`src/rtl/boundary_move_ctrl.sv`:
```
`timescale 1ns/1ps
`default_nettype none
// +--------------------------------------------------------------------------+
// | Module  : boundary_move_ctrl                                              |
// | Brief   : Probes the boundary map ahead of a one-pixel sprite move and    |
// |           commits or blocks it. Define PROBE_FULL_EN to scan the whole    |
// |           candidate footprint instead of only the leading edge.           |
// | Revision: 1.0 - initial release                                           |
// +--------------------------------------------------------------------------+
module boundary_move_ctrl #(
  parameter int SPR_W  = 4,
  parameter int SPR_H  = 4,
  parameter int X_INIT = 48,
  parameter int Y_INIT = 30,
  parameter int X_MAX  = 95,
  parameter int Y_MAX  = 63
) (
  input  logic       clk50,
  input  logic       rst_n,
  input  logic       move_req,
  input  logic [1:0] dir,
  output logic [6:0] probe_x,
  output logic [6:0] probe_y,
  input  logic       map_in,
  output logic [6:0] pos_x,
  output logic [6:0] pos_y,
  output logic       busy,
  output logic       done,
  output logic       blocked
);

  typedef enum logic [1:0] {
    S_IDLE   = 2'd0,
    S_PROBE  = 2'd1,
    S_DRAIN  = 2'd2,
    S_COMMIT = 2'd3
  } state_t;

  localparam logic [1:0]        c_DIR_UP    = 2'd0;
  localparam logic [1:0]        c_DIR_DOWN  = 2'd1;
  localparam logic [1:0]        c_DIR_LEFT  = 2'd2;
  localparam logic [1:0]        c_DIR_RIGHT = 2'd3;
  localparam logic signed [7:0] c_NX_MAX    = 8'(X_MAX - SPR_W + 1);
  localparam logic signed [7:0] c_NY_MAX    = 8'(Y_MAX - SPR_H + 1);
  localparam logic [4:0]        c_LAST_COL  = 5'(SPR_W - 1);
  localparam logic [4:0]        c_LAST_ROW  = 5'(SPR_H - 1);
  localparam logic [6:0]        c_X_INIT    = 7'(X_INIT);
  localparam logic [6:0]        c_Y_INIT    = 7'(Y_INIT);

  state_t     r_state, w_state_nxt;
  logic [6:0] r_pos_x, r_pos_y, r_nx, r_ny;
  logic [6:0] w_pos_x_nxt, w_pos_y_nxt, w_nx_nxt, w_ny_nxt;
  logic [1:0] r_dir, w_dir_nxt;
  logic [4:0] r_col, r_row, w_col_nxt, w_row_nxt;
  logic       r_hit, r_first, r_done, r_blocked;
  logic       w_hit_nxt, w_first_nxt, w_done_nxt, w_blocked_nxt;

  logic signed [7:0] w_cx, w_cy;
  logic              w_legal, w_last;
  logic [4:0]        w_col_start, w_row_start;

  // Candidate in 8-bit signed so that stepping off either edge is visible.
  always_comb begin
    w_cx = $signed({1'b0, r_pos_x});
    w_cy = $signed({1'b0, r_pos_y});
    case (dir)
      c_DIR_UP:   w_cy = w_cy - 8'sd1;
      c_DIR_DOWN: w_cy = w_cy + 8'sd1;
      c_DIR_LEFT: w_cx = w_cx - 8'sd1;
      default:    w_cx = w_cx + 8'sd1;
    endcase
    w_legal = (w_cx >= 8'sd0) && (w_cx <= c_NX_MAX) &&
              (w_cy >= 8'sd0) && (w_cy <= c_NY_MAX);
  end

  // Scan origin and end-of-scan detection, expressed as offsets from the candidate.
  always_comb begin
    w_col_start = 5'd0;
    w_row_start = 5'd0;
`ifdef PROBE_FULL_EN
    w_last = (r_col == c_LAST_COL) && (r_row == c_LAST_ROW);
`else
    if (dir == c_DIR_DOWN)  w_row_start = c_LAST_ROW;
    if (dir == c_DIR_RIGHT) w_col_start = c_LAST_COL;
    if (r_dir == c_DIR_UP || r_dir == c_DIR_DOWN)
      w_last = (r_col == c_LAST_COL);
    else
      w_last = (r_row == c_LAST_ROW);
`endif
  end

  always_comb begin
    w_state_nxt   = r_state;
    w_pos_x_nxt   = r_pos_x;
    w_pos_y_nxt   = r_pos_y;
    w_nx_nxt      = r_nx;
    w_ny_nxt      = r_ny;
    w_dir_nxt     = r_dir;
    w_col_nxt     = r_col;
    w_row_nxt     = r_row;
    w_hit_nxt     = r_hit;
    w_first_nxt   = r_first;
    w_done_nxt    = 1'b0;
    w_blocked_nxt = 1'b0;
    case (r_state)
      S_IDLE: begin
        if (move_req) begin
          w_dir_nxt = dir;
          w_nx_nxt  = w_cx[6:0];
          w_ny_nxt  = w_cy[6:0];
          w_col_nxt = w_col_start;
          w_row_nxt = w_row_start;
          if (!w_legal) begin
            w_hit_nxt     = 1'b1;
            w_state_nxt   = S_COMMIT;
            w_done_nxt    = 1'b1;
            w_blocked_nxt = 1'b1;
          end else begin
            w_hit_nxt   = 1'b0;
            w_first_nxt = 1'b1;
            w_state_nxt = S_PROBE;
          end
        end
      end
      S_PROBE: begin
        // map_in lags the address by one cycle, so the first PROBE cycle carries no result.
        w_first_nxt = 1'b0;
        if (!r_first) w_hit_nxt = r_hit | map_in;
        if (w_last) begin
          w_state_nxt = S_DRAIN;
        end else begin
`ifdef PROBE_FULL_EN
          if (r_col == c_LAST_COL) begin
            w_col_nxt = 5'd0;
            w_row_nxt = r_row + 5'd1;
          end else begin
            w_col_nxt = r_col + 5'd1;
          end
`else
          if (r_dir == c_DIR_UP || r_dir == c_DIR_DOWN)
            w_col_nxt = r_col + 5'd1;
          else
            w_row_nxt = r_row + 5'd1;
`endif
        end
      end
      S_DRAIN: begin
        w_hit_nxt     = r_hit | map_in;
        w_state_nxt   = S_COMMIT;
        w_done_nxt    = 1'b1;
        w_blocked_nxt = r_hit | map_in;
      end
      default: begin
        w_state_nxt = S_IDLE;
        if (!r_hit) begin
          w_pos_x_nxt = r_nx;
          w_pos_y_nxt = r_ny;
        end
      end
    endcase
  end

  always_ff @(posedge clk50 or negedge rst_n) begin
    if (!rst_n) begin
      r_state   <= S_IDLE;
      r_pos_x   <= c_X_INIT;
      r_pos_y   <= c_Y_INIT;
      r_nx      <= 7'd0;
      r_ny      <= 7'd0;
      r_dir     <= 2'd0;
      r_col     <= 5'd0;
      r_row     <= 5'd0;
      r_hit     <= 1'b0;
      r_first   <= 1'b0;
      r_done    <= 1'b0;
      r_blocked <= 1'b0;
    end else begin
      r_state   <= w_state_nxt;
      r_pos_x   <= w_pos_x_nxt;
      r_pos_y   <= w_pos_y_nxt;
      r_nx      <= w_nx_nxt;
      r_ny      <= w_ny_nxt;
      r_dir     <= w_dir_nxt;
      r_col     <= w_col_nxt;
      r_row     <= w_row_nxt;
      r_hit     <= w_hit_nxt;
      r_first   <= w_first_nxt;
      r_done    <= w_done_nxt;
      r_blocked <= w_blocked_nxt;
    end
  end

  assign probe_x = (r_state == S_IDLE) ? r_pos_x : r_nx + {2'b00, r_col};
  assign probe_y = (r_state == S_IDLE) ? r_pos_y : r_ny + {2'b00, r_row};
  assign pos_x   = r_pos_x;
  assign pos_y   = r_pos_y;
  assign busy    = (r_state != S_IDLE);
  assign done    = r_done;
  assign blocked = r_blocked;

endmodule
`default_nettype wire

```
`config.mk`:
```
export PLATFORM = sky130hd
export DESIGN_NAME = boundary_move_ctrl
export DESIGN_NICKNAME = d
export VERILOG_FILES = /design/src/rtl/boundary_move_ctrl.sv
export SDC_FILE = /design/constraint.sdc
export NUM_CORES = 1
export LEC_CHECK = 0
export ABC_AREA = 1
export CORE_ASPECT_RATIO = 1.25
export CORE_MARGIN = 1
export CORE_UTILIZATION = 50
export CTS_CLUSTER_SIZE = 12
export DETAILED_ROUTE_END_ITERATION = 7
export PLACE_DENSITY = 0.75
export SYNTH_ARGS = -nofsm -noshare
export SYNTH_HDL_FRONTEND = slang
export SYNTH_SLANG_ARGS = --single-unit
export TNS_END_PERCENT = 30
```
`constraint.sdc`:
```
create_clock -name clk50 -period 2.9 [get_ports clk50]
set_input_delay 0.58 -clock clk50 [delete_from_list [all_inputs] [get_ports clk50]]
set_output_delay 0.58 -clock clk50 [all_outputs]
set_load 0.005 [all_outputs]
```
**Word level (Yosys, flattened, before mapping)**

Index checks and enable logic that the tools add are counted.
W data, S select, Z words.

- Bitwise logic cells: 3
- Muxes and demuxes: 29
- Add/subtract/negate cells: 8
- $lt $le $gt $ge: 4
- Eq/ne operators: 15
- Reduce and logical (&&, ||, !) cells: 19

Operator list:

| operator | number |
|---|---|
| $pmux W8 S2 | 2 |
| $mux W5 | 6 |
| $pmux W5 S2 | 2 |
| $add A7 B1 Y8 const B | 2 |
| $ge A8 B1 Y1 const B | 2 |
| $sub A7 B1 Y8 const B | 2 |
| $add A7 B5 Y7 | 2 |
| $mux W7 | 2 |
| $ne A2 B2 Y1 const B | 7 |
| $add A5 B1 Y5 const B | 2 |
| $eq A5 B2 Y1 const B | 2 |
| $mux W2 | 5 |
| $le A8 B7 Y1 const B | 1 |
| $le A8 B8 Y1 const B | 1 |
| $reduce_and A4 Y1 | 2 |
| $mux W1 | 7 |
| $eq A2 B1 Y1 const B | 3 |
| $eq A2 B2 Y1 const B | 3 |
| $logic_not A2 Y1 | 3 |
| $pmux W1 S2 | 3 |
| $pmux W2 S3 | 1 |
| $reduce_and A2 Y1 | 3 |
| $reduce_and A3 Y1 | 2 |
| $reduce_bool A2 Y1 | 2 |
| 8 further kinds | 11 |

- Output and inout port bits: 31
- Input port bits: 6
- Bits in registers: 46
- Word-level logic and storage cells: 90

**Logic depth before layout (Yosys ltp)**

Gate-level depths: netlist of run 1.

- Depth in word-level cells: 10
- Depth in mapped cells: 21
- Gate-level depth less buffers: 21

**Least setup slack after synthesis of run 1**

OpenSTA, ideal clock, no wires.

- Kind: in2reg
- From: input port dir[1]
- To: register r_first
- Library setup time: 0.117 ns
- Data required time: 2.783 ns
- Buffers on the path: 2
- Data arrival time: 2.629 ns
- Path slack: 0.154 ns
- Stages on the path: 19
- Path through: buf_4 -> buf_2 -> nor2_1 -> inv_1 -> ha_1 -> nand2_1 -> inv_1 -> o21ai_0 -> nand3_1 -> nand2_1 -> nand3_1 -> nand2_1 -> nand3_1 -> nor3_2 -> nand2_1 -> nand2_2 -> nand2_1 -> nand2_1 -> nand2_1

- Word-level cells in the longest chain between the ends: 9
- Elaborated cells on any way between the ends: 15
- Classes of those cells: order compare (4); eq/ne (3); mux (2); reduce/logical (6)

Ends and longest elaborated chain:

| element | line | text |
|---|---|---|
| from (decl) | 21 | `input logic [1:0] dir,` |
| $eq A2 B1 Y1 or $logic_not A2 Y1 (tied branches) | 66 | `case (dir)` |
| $reduce_or A2 Y1 (no source line) | - |  |
| $pmux W8 S2 | 66 |  |
| $ge A8 B1 Y1 or $le A8 B8 Y1 (tied branches) | 72 | `w_legal = (w_cx >= 8'sd0) && (w_cx <= c_NX_MAX) &&` |
| $logic_and A1 B1 Y1 (2 in series) | 72 |  |
| $logic_and A1 B1 Y1 (*) | 73 | `(w_cy >= 8'sd0) && (w_cy <= c_NY_MAX);` |
| $ne A2 B2 Y1 (no source line) (*) | - |  |
| $reduce_and A3 Y1 (no source line) (*) | - |  |
| to (signal assigned) | 187 | `r_first <= w_first_nxt;` |
| to (decl) | 55 | `logic r_hit, r_first, r_done, r_blocked;` |

Every way passes the cells marked *; elsewhere a longest branch is shown, timed or not.
A chain may end at the register's enable or synchronous reset.

**Final worst setup path of run 1**

- From: register r_col[1]
- To: output port probe_x[5]

- Word-level cells in the longest chain between the ends: 2

Ends and longest elaborated chain:

| element | line | text |
|---|---|---|
| from (decl) | 54 | `logic [4:0] r_col, r_row, w_col_nxt, w_row_nxt;` |
| from (signal assigned) | 184 | `r_col <= w_col_nxt;` |
| $add A7 B5 Y7 | 193 | `assign probe_x = (r_state == S_IDLE) ? r_pos_x : r_nx + {2'b00, r_col};` |
| $mux W7 | 193 |  |
| to (decl) | 22 | `output logic [6:0] probe_x,` |

No other way between the ends.

==> results of run 1 <==
-- path summary, 6_finish.rpt --
kind / start / to / slack [ns]
worst max-delay path: r_col[1]$_DFFE_PN0P_ / probe_x[5] / 0.06
worst max register to register: pos_y[1]$_DFFE_PN1P_ / r_hit$_DFFE_PN0P_ / 0.41
worst min register to register: r_first$_DFFE_PN0P_ / r_first$_DFFE_PN0P_ / 0.49
worst min-delay path: rst_n / pos_y[0]$_DFFE_PN0P_ / 0.25
min in group clk50: r_first$_DFFE_PN0P_ / r_first$_DFFE_PN0P_ / 0.49
max in group asynchronous: rst_n / pos_y[3]$_DFFE_PN1P_ / 1.89
-- stage by stage --
step | util | power, mW | setup slack (ns) | setup TNS (ns) | cells
floorplan | - | 2.983 | 0.1544 | 0 | 504
global placement | 0.6202 | 4.255 | -0.2328 | -1.037 | 650
detailed placement | 0.6202 | 4.328 | -0.3146 | -1.496 | 650
CTS | 0.6369 | 4.741 | -0.1717 | -0.2596 | 659
global route | 0.6590 | 5.405 | -0.1203 | -0.3979 | 662
finish | 0.6590 | 4.889 | 0.05605 | 0 | 662
-- power groups by stage --
stage	sequential [mW]	combinational, mW	clock, mW
floorplan	1.17	1.81	0
global placement	1.21	3.04	0
detailed placement	1.22	3.11	0
CTS	1.21	3.09	0.440
global route	1.28	3.66	0.461
finish	1.23	3.23	0.428
-- layer usage --
layer | track usage | vias up
met5 | 0 | -
met4 | 0.09414 | 0
met3 | 0.02253 | 13
met2 | 0.4509 | 78
met1 | 0.3534 | 1598
li1 | - | 1758
-- logic make-up after synthesis --
logic type,after synthesis,share of synthesized area
simple gates,228,0.2819
compound gates,102,0.1595
buf+inv,99,0.1113
flops,45,0.3338
fa+ha+maj,26,0.1024
xor+xnor,3,0.007739
mux,1,0.003316
-- registers in the layout, summed over array words and instances, names as in the netlist --
signal and flops:
pos_x 7, pos_y 7, r_nx 7, r_ny 7, r_col 5, r_row 5, r_state 2, blocked 1
done 1, r_dir 1, r_first 1, r_hit 1
-- worst max-delay path, delay by kind of cell (launching register included) --
family	cells	cell delay, ns
AND/OR/NAND/NOR	4	0.33
flip-flops	1	0.41
buffers and inverters	1	0.26
AO/OA/AOI/OAI	5	0.67
adder cells (fa/ha/maj)	1	0.30
-- area by class of cell --
type,instances,area (µm²),area share
multi-input cells,360,1998,0.4618
inverters,87,335.3,0.07750
flip-flops and latches,45,1134,0.2620
clock inverters,1,5.005,0.001157
well taps,87,108.9,0.02516
repair buffers,75,649.4,0.1501
clock buffers,7,96.34,0.02227
-- what timing repair did --
| item | 4_1_cts | 5_1_grt |
|---|---|---|
| setup buffers | 1 | 3 |
| gates cloned | 0 | 0 |
| setup endpoints to repair | 8 | 13 |
| pin swaps | 6 | 10 |
| resized for setup | 15 | 40 |
-- placed cells by master (no fill, tap or decap), types with 2 or more instances in the layout --
master	count
sky130_fd_sc_hd__o21bai_1	3
sky130_fd_sc_hd__nor2_2	2
sky130_fd_sc_hd__fa_2	2
sky130_fd_sc_hd__o21ai_0	53
sky130_fd_sc_hd__nand2_1	134
sky130_fd_sc_hd__ha_2	2
sky130_fd_sc_hd__inv_1	78
sky130_fd_sc_hd__inv_2	6
sky130_fd_sc_hd__dfrtp_1	39
sky130_fd_sc_hd__dlymetal6s2s_1	3
sky130_fd_sc_hd__o21a_1	4
sky130_fd_sc_hd__buf_4	38
sky130_fd_sc_hd__xor2_1	2
sky130_fd_sc_hd__dfstp_2	6
sky130_fd_sc_hd__nand3b_1	2
sky130_fd_sc_hd__a21oi_2	5
sky130_fd_sc_hd__dlygate4sd2_1	3
sky130_fd_sc_hd__buf_2	3
sky130_fd_sc_hd__nor3_1	4
sky130_fd_sc_hd__nand2_2	4
sky130_fd_sc_hd__a21oi_1	23
sky130_fd_sc_hd__nand3_1	34
sky130_fd_sc_hd__clkdlybuf4s50_1	26
sky130_fd_sc_hd__o22ai_1	5
sky130_fd_sc_hd__o21ai_1	6
sky130_fd_sc_hd__nand4_1	8
sky130_fd_sc_hd__ha_1	16
sky130_fd_sc_hd__ha_4	5
sky130_fd_sc_hd__nor2_1	34
sky130_fd_sc_hd__clkbuf_8	7
==> flow_summary.ini, run 1 <==
[status]
outcome = complete, no violations

[worst_setup_path]
cpMaxStageDelayCell = sky130_fd_sc_hd__dfrtp_1
r2r_cells = 14
crit_path_start_kind = register
cp.arrival_ns = 2.26
required_ns = 2.32
timing.critical_path.to_type = output port
critPathKind = reg2out
critical_path_cell_list = ha_1, a21oi_2, nor2_1, nor2_1, nor2_1, o21ai_0, nand2_1, o21ai_0, a21oi_1, a21oi_1, dlygate4sd2_1
critical_path.max_stage_delay_ns = 0.41
cp_common_cell = sky130_fd_sc_hd__nor2_1
cp_max_fo = 3

[global_routing]
grt_pass1_vias = 3310
grt_antenna_before_repair = 0
grt_remaining_overflow = 0
global_route_usage_sum = 0.2675
largest_net_degree_at_the_start_of_global_routing = 29
grt_first_pass_wirelength_um = 14570

[logic_synthesis]
synth_enable_flop_cells = 0
synth.most_common_cell = sky130_fd_sc_hd__nand2_1
synth-seq-area-share = 0.3338
area_share_of_the_largest_cell_type_after_synthesis = 0.2874
synthesis.area_per_instance_um2 = 6.738
mappedNetlistNets = 536
synth_async_sr_flop_share = 1.000
ys_types = 33
yosys_most_used_dff = sky130_fd_sc_hd__dfrtp_1
synth_cells = 504
ys_ff_latch = 45
synth.cell_area_um2 = 3396
ys.warnings.count = 0
yosys-top-cells-area = sky130_fd_sc_hd__dfrtp_1 (29%), sky130_fd_sc_hd__nand2_1 (15%), sky130_fd_sc_hd__inv_1 (9.3%)
synth_commonest_cells = sky130_fd_sc_hd__nand2_1 (136), sky130_fd_sc_hd__inv_1 (84), sky130_fd_sc_hd__o21ai_0 (57), sky130_fd_sc_hd__dfrtp_1 (39), sky130_fd_sc_hd__nor2_1 (37)
post-synth-top-area-cell = sky130_fd_sc_hd__dfrtp_1

[die]
placementRows = 33
i_o_pins = 37
floorplan.initialDensity = 0.5172
design.die.area_um2 = 7127
floorplan.core_area_um2 = 6565
die-height_um = 94.14
fp.dieW_um = 75.71

[sta]
fin_worst_skew_ns = 0.008472
timing_hold_violations_final = 0
slew_headroom = 0.4181
setup-violations-final = 0
fmaxAchievable_mhz = 351.6
fin_hold_ws_ns = 0.2517
worstMarginPinSlew_ns = 0.8707
timing.final.crit_share = 0.9807
slew_viol_final = 0
fin_crit_ns = 2.844
setup_repair_after_global_routing_missed_its_margin = true

[clock_network]
clock_tree.htree_level_count = 2
clock_tree_from_tritoncts = done
clock_sink_count = 45
clock_root_buffer = sky130_fd_sc_hd__clkbuf_8
clk_transition_reported_paths_ns = 0.08
cts_buffers = 5
clk-insertion-delay-late_ns = 0.30
cts_hold_buffers = 0
max-clock-path-buffers = 2

[power_and_ir_drop]
power_frac_clock = 0.087
power_density_nw_per_um2 = 1130
vdd_drop_max_v = 0.0007189
power_dissipated_by_switching_net_loads_mw = 2.217
p_leak_nw = 2.241
p_int_mw = 2.672
fraction_of_power_spent_switching_nets = 0.4535
power.sequential.fraction = 0.253
power.combinational.fraction = 0.660

[cells_and_area]
filler_cells_inserted = 602
area_growth_syn_to_layout_pct = 27.41
insertedDiodeCount = 0
layout-drive-gt1-share = 0.1565
post-route-cell-area_um2 = 4327
post_layout_nets = 606

[place]
post_dp_hpwl_um = 6659
detailed_place.area_um2 = 4071
io_buffers = 36
place.gp.congestion = 0.9249

[route]
wl_met1_um = 3834
drt_drc_violations_left = 0
detail-route-antenna-nets = 0
dr.max_layer_used = met4
met2_wirelength_um = 4377
route.detailed.vias_per_inst = 5.207
via_count = 3447
wl_per_cell_um = 13.31
drt-pass1-iter-count = 4
met3RoutedLength_um = 418
detail_route.wirelength_um = 8808
drt_iter0_markers = 134

[run]
drv_cap = 0

[min_path]
min_path_type = in2async
Note: power is estimated with default switching activity, not from simulation.
==> inputs of run 2 (changes only) <==
Settings changed: SETUP_SLACK_MARGIN from default to 0.02, SLEW_MARGIN from default to 20.
==> run 2 against run 1 <==
Effect of this change: clock skew hardly changed; routed wire length is 0.33% higher; via count is 0.20% lower; cell count stayed put; clock power hardly changed; register-to-register slack hardly changed.
==> flow_summary.ini, run 2 (synthesis results as in run 1) <==
[status]
outcome = complete, no violations

[clock_network]
max-clock-path-buffers = 2
cts_buffers = 5
clk_transition_reported_paths_ns = 0.08
clk-insertion-delay-late_ns = 0.30
clock_sink_count = 45
clock_root_buffer = sky130_fd_sc_hd__clkbuf_8
clock_tree_from_tritoncts = done
cts_hold_buffers = 0
clock_tree.htree_level_count = 2

[sta]
fmaxAchievable_mhz = 351.4
fin_worst_skew_ns = 0.008303
timing_hold_violations_final = 0
worstMarginPinSlew_ns = 0.8591
slew_viol_final = 0
timing.final.crit_share = 0.9813
setup_repair_after_global_routing_missed_its_margin = true
fin_worst_setup_slack_ns = 0.05420
setup-violations-final = 0
fin_crit_ns = 2.846
slew_headroom = 0.4259

[place]
place_worst_setup_slack_ns = -0.3146
io_buffers = 36
post_dp_hpwl_um = 6659
number_of_placed_cells_counting_well_taps = 650
place.gp.congestion = 0.9249

[route]
drt-pass1-iter-count = 5
route.detailed.vias_per_inst = 5.196
drt_iter0_markers = 131
detail_route.wirelength_um = 8837
drt_drc_violations_left = 0
detail-route-antenna-nets = 0
via_count = 3440
wl_per_cell_um = 13.35

[die]
floorplan.initialDensity = 0.5172
die-height_um = 94.14
placementRows = 33
fp.dieW_um = 75.71
i_o_pins = 37
design.die.area_um2 = 7127
floorplan.core_area_um2 = 6565

[worst_setup_path]
cp_common_cell = sky130_fd_sc_hd__inv_2
cpMaxStageDelayCell = sky130_fd_sc_hd__dfrtp_1
required_ns = 2.32
critPathKind = reg2out
crit_path_start_kind = register
cp_max_fo = 3
timing.critical_path.to_type = output port
cp.arrival_ns = 2.27
critical_path.max_stage_delay_ns = 0.37
critical_path_cell_list = ha_2, inv_2, fa_2, inv_2, a21oi_2, o21bai_1, inv_1, nor2_2, inv_2, a21oi_2, a21oi_1, o21ai_1, o21a_1, buf_2

[cells_and_area]
layout-drive-gt1-share = 0.1565
insertedDiodeCount = 0
area_growth_syn_to_layout_pct = 27.45
post_route_non_filler_standard_cell_count = 662
layout_commonest_cell = sky130_fd_sc_hd__nand2_1
final-seq-area_um2 = 1134
multi_input_combinational_cell_area_um2 = 1998
post_layout_nets = 606
filler_cells_inserted = 601
mostFrequentLayoutCells = sky130_fd_sc_hd__nand2_1 (134), sky130_fd_sc_hd__inv_1 (78), sky130_fd_sc_hd__o21ai_0 (53)

[power_and_ir_drop]
vdd_drop_max_v = 0.0007202
p_leak_nw = 2.239
power_density_nw_per_um2 = 1131

[global_routing]
grt_antenna_before_repair = 0
largest_net_degree_at_the_start_of_global_routing = 29
grt_remaining_overflow = 0
grt_pass1_vias = 3310
grt_first_pass_wirelength_um = 14570
global_route_usage_sum = 0.2675

[run]
drv_cap = 0

[min_path]
min_path_type = in2async
==> run 2: area by class of cell <==
| cell class | count | share of cell area |
|---|---|---|
| clock buffer | 7 | 0.02226 |
| clock inverter | 1 | 0.001156 |
| inverter | 87 | 0.07748 |
| multi-input combinational | 360 | 0.4617 |
| sequential | 45 | 0.2619 |
| tap | 87 | 0.02515 |
| timing repair buffer | 75 | 0.1503 |
==> run 2: path summary, 6_finish.rpt <==
| kind | cells past startpoint | end | start | slack, ns |
|---|---|---|---|---|
| setup / recovery | 14 | probe_x[6] | r_col[0]$_DFFE_PN0P_ | 0.05 |
| hold / removal | 1 | r_state[1]$_DFFE_PN0P_ | rst_n | 0.27 |
| setup reg to reg | 14 | r_hit$_DFFE_PN0P_ | pos_y[1]$_DFFE_PN1P_ | 0.40 |
| hold reg to reg | 2 | r_first$_DFFE_PN0P_ | r_first$_DFFE_PN0P_ | 0.49 |
| max in group asynchronous | 2 | pos_y[3]$_DFFE_PN1P_ | rst_n | 1.87 |
| min in group clk50 | 2 | r_first$_DFFE_PN0P_ | r_first$_DFFE_PN0P_ | 0.49 |
==> run 2: power by group <==
group          internal (mW)  total (mW)  switching, mW  leakage [nW]
Clock                  0.216       0.429          0.213        0.0542
Combinational           1.52        3.23           1.71          1.63
Sequential             0.940        1.24          0.296         0.557
==> run 2: per-stage QoR <==
stage | instance area, µm² | hold WS, ns | power (mW) | utilization | setup TNS, ns
after floorplan | 3396 | 0.2844 | 2.983 | - | 0
after global routing | 4328 | 0.2925 | 5.407 | 0.6592 | -0.3979
final | 4328 | 0.2682 | 4.895 | 0.6592 | 0
after detailed placement | 4071 | 0.4580 | 4.328 | 0.6202 | -1.496
after CTS | 4182 | 0.2649 | 4.741 | 0.6369 | -0.2596
after global placement | 4071 | 0.4606 | 4.255 | 0.6202 | -1.037
==> run 2: worst max-delay path: cells and delay by family (launching register included) <==
| kind | cells | cell delay (ns) |
|---|---|---|
| fa+ha+maj | 2 | 0.53 |
| compound gates | 6 | 0.64 |
| simple gates | 1 | 0.09 |
| buf+inv | 5 | 0.36 |
| flops | 1 | 0.37 |
==> run 2: layer usage <==
layer	global-route usage	wire, µm	vias to the layer above
met5	0	0	-
met4	0.09414	141	0
met3	0.02253	325	11
met2	0.4509	4457	73
met1	0.3534	3911	1598
li1	-	-	1758
==> run 2: repair_timing <==
| item | CTS | global route |
|---|---|---|
| pin swaps | 6 | 10 |
| setup buffers | 1 | 3 |
| resized for setup | 15 | 41 |
| endpoints found under the setup margin | 8 | 13 |
==> inputs of run 3 (changes only) <==
Settings changed: CTS_CLUSTER_SIZE 12 to 8, TNS_END_PERCENT 30 to default.
==> run 3 against run 2 <==
Effect of this change: critical path depth shrank 3; design area grew 0.40%; sequential power about the same; largest cell class unchanged; non-clock buffer count grew 1; combinational power about the same; sequential share of layout area decreased by 0.11 points; utilization grew 0.27 points; total power is 0.41% higher; first-iteration DRC count up 14%; critical path type unchanged; die area unchanged; cell count rose by 0.15%; fmax shrank 0.32%.
==> flow_summary.ini, run 3 (synthesis results as in run 1) <==
[worst_setup_path]
required_ns = 2.32
timing.rr.end = r_row[4]$_DFFE_PN0P_
r2r_slack_ns = 0.46
critical_path_cell_list = ha_1, a21oi_2, nor2_1, nor2_1, nor2_1, o21ai_0, nand2_1, o21ai_0, a21oi_1, a21oi_1, dlygate4sd2_1
critical_path.max_stage_delay_ns = 0.42
critical_path.reg2reg.startpoint = r_state[1]$_DFFE_PN0P_
r2r_cells = 9
cp_max_fo = 3
critPathKind = reg2out
cp_common_cell = sky130_fd_sc_hd__nor2_1
timing.critical_path.to_type = output port
crit_path_start_kind = register
cpMaxStageDelayCell = sky130_fd_sc_hd__dfrtp_1
cp.arrival_ns = 2.27

[sta]
fin_worst_setup_slack_ns = 0.04504
slew_headroom = 0.4277
timing.final.crit_share = 0.9845
worstMarginPinSlew_ns = 0.8565
fmaxAchievable_mhz = 350.3
timing_hold_violations_final = 0
sum_of_negative_setup_slack_ns = 0
fin_crit_ns = 2.855
slew_viol_final = 0
setup_repair_after_global_routing_missed_its_margin = true
fin_worst_skew_ns = 0.009138
setup-violations-final = 0
fin_hold_ws_ns = 0.2507

[power_and_ir_drop]
power.sequential.fraction = 0.251
total_power_mw = 4.915
fraction_of_power_spent_switching_nets = 0.4532
vdd_drop_max_v = 0.0007225
power_frac_clock = 0.087
p_leak_nw = 2.240
power_density_nw_per_um2 = 1131
power_dissipated_by_switching_net_loads_mw = 2.227
power.combinational.fraction = 0.661
p_int_mw = 2.688

[status]
outcome = complete, no violations

[clock_network]
clk_transition_reported_paths_ns = 0.08
clock_tree_from_tritoncts = done
cts_buffers = 5
clock_root_buffer = sky130_fd_sc_hd__clkbuf_8
max-clock-path-buffers = 2
clk-insertion-delay-late_ns = 0.30
cts_hold_buffers = 0
clock_tree.htree_level_count = 2
clock_sink_count = 45

[global_routing]
grt_first_pass_wirelength_um = 14630
grt_antenna_before_repair = 0
global_route_usage_sum = 0.2686
grt_pass1_vias = 3335
largest_net_degree_at_the_start_of_global_routing = 29
grt_remaining_overflow = 0

[die]
design.die.area_um2 = 7127
floorplan.core_area_um2 = 6565
die-height_um = 94.14
placementRows = 33
fp.dieW_um = 75.71
i_o_pins = 37
floorplan.initialDensity = 0.5172

[cells_and_area]
post_route_non_filler_standard_cell_count = 663
layout_commonest_cell = sky130_fd_sc_hd__nand2_1
post_layout_nets = 607
area_growth_syn_to_layout_pct = 27.97
layout-drive-gt1-share = 0.1615
insertedDiodeCount = 0
mostFrequentLayoutCells = sky130_fd_sc_hd__nand2_1 (134), sky130_fd_sc_hd__inv_1 (77), sky130_fd_sc_hd__o21ai_0 (54)

[route]
via_count = 3450
drt-pass1-iter-count = 4
drt_iter0_markers = 149
route.detailed.vias_per_inst = 5.204
detail_route.wirelength_um = 8736
wl_per_cell_um = 13.18
drt_drc_violations_left = 0
detail-route-antenna-nets = 0

[run]
drv_cap = 0

[place]
post_dp_hpwl_um = 6659
io_buffers = 36
place.gp.congestion = 0.9249
place_worst_setup_slack_ns = -0.3146
number_of_placed_cells_counting_well_taps = 650

[min_path]
min_path_type = in2async
==> run 3: worst max-delay path, delay by kind of cell (launching register included) <==
kind | cells | cell delay [ns]
AND/OR/NAND/NOR | 4 | 0.32
adder cells (fa/ha/maj) | 1 | 0.30
buffers and inverters | 1 | 0.26
flip-flops | 1 | 0.42
AO/OA/AOI/OAI | 5 | 0.67
==> run 3: layout make-up <==
| class | instances | area [µm²] |
|---|---|---|
| fillers | 593 | 2220 |
| multi-input cells | 360 | 2008 |
| well taps | 87 | 108.9 |
| repair buffers | 76 | 660.6 |
| clock buffers | 7 | 96.34 |
| clock inverters | 1 | 5.005 |
| inverters | 87 | 332.8 |
| flip-flops and latches | 45 | 1134 |
==> run 3: power by group through the flow <==
| stage | Sequential, mW | Combinational [mW] | Clock, mW |
|---|---|---|---|
| after floorplan | 1.17 | 1.81 | 0 |
| after detailed placement | 1.22 | 3.11 | 0 |
| after global placement | 1.21 | 3.04 | 0 |
| after global routing | 1.28 | 3.69 | 0.461 |
| after CTS | 1.22 | 3.10 | 0.440 |
| final | 1.24 | 3.25 | 0.429 |
==> run 3: worst max-delay path by stage <==
stage                         startpoint                     end  slack (ns)
floorplan                         dir[1]     r_first$_DFFE_PN0P_        0.15
global placement                  dir[0]     r_first$_DFFE_PN0P_       -0.23
detailed placement                dir[0]  r_state[1]$_DFFE_PN0P_       -0.31
CTS                  r_nx[0]$_DFFE_PN0P_              probe_x[6]       -0.17
global route         r_nx[0]$_DFFE_PN0P_              probe_x[6]       -0.12
finish              r_col[1]$_DFFE_PN0P_              probe_x[5]        0.05
==> run 3: repair_timing <==
item	in CTS	in global routing
pin swaps	7	10
gates resized for setup	20	34
endpoints found under the setup margin	8	13
buffers inserted	1	4
==> run 3: per-stage QoR <==
step           utilization  instance area, µm²
6_report            0.6619                4345
5_1_grt             0.6619                4345
3_3_place_gp        0.6202                4071
2_1_floorplan            -                3396
3_5_place_dp        0.6202                4071
4_1_cts             0.6396                4199
==> run 3: layer usage <==
metal | GRT usage | up-vias | routed length (µm)
li1 | - | 1759 | -
met1 | 0.3541 | 1609 | 3909
met2 | 0.4539 | 67 | 4367
met3 | 0.02253 | 15 | 258
met4 | 0.09414 | 0 | 200
met5 | 0 | - | 0
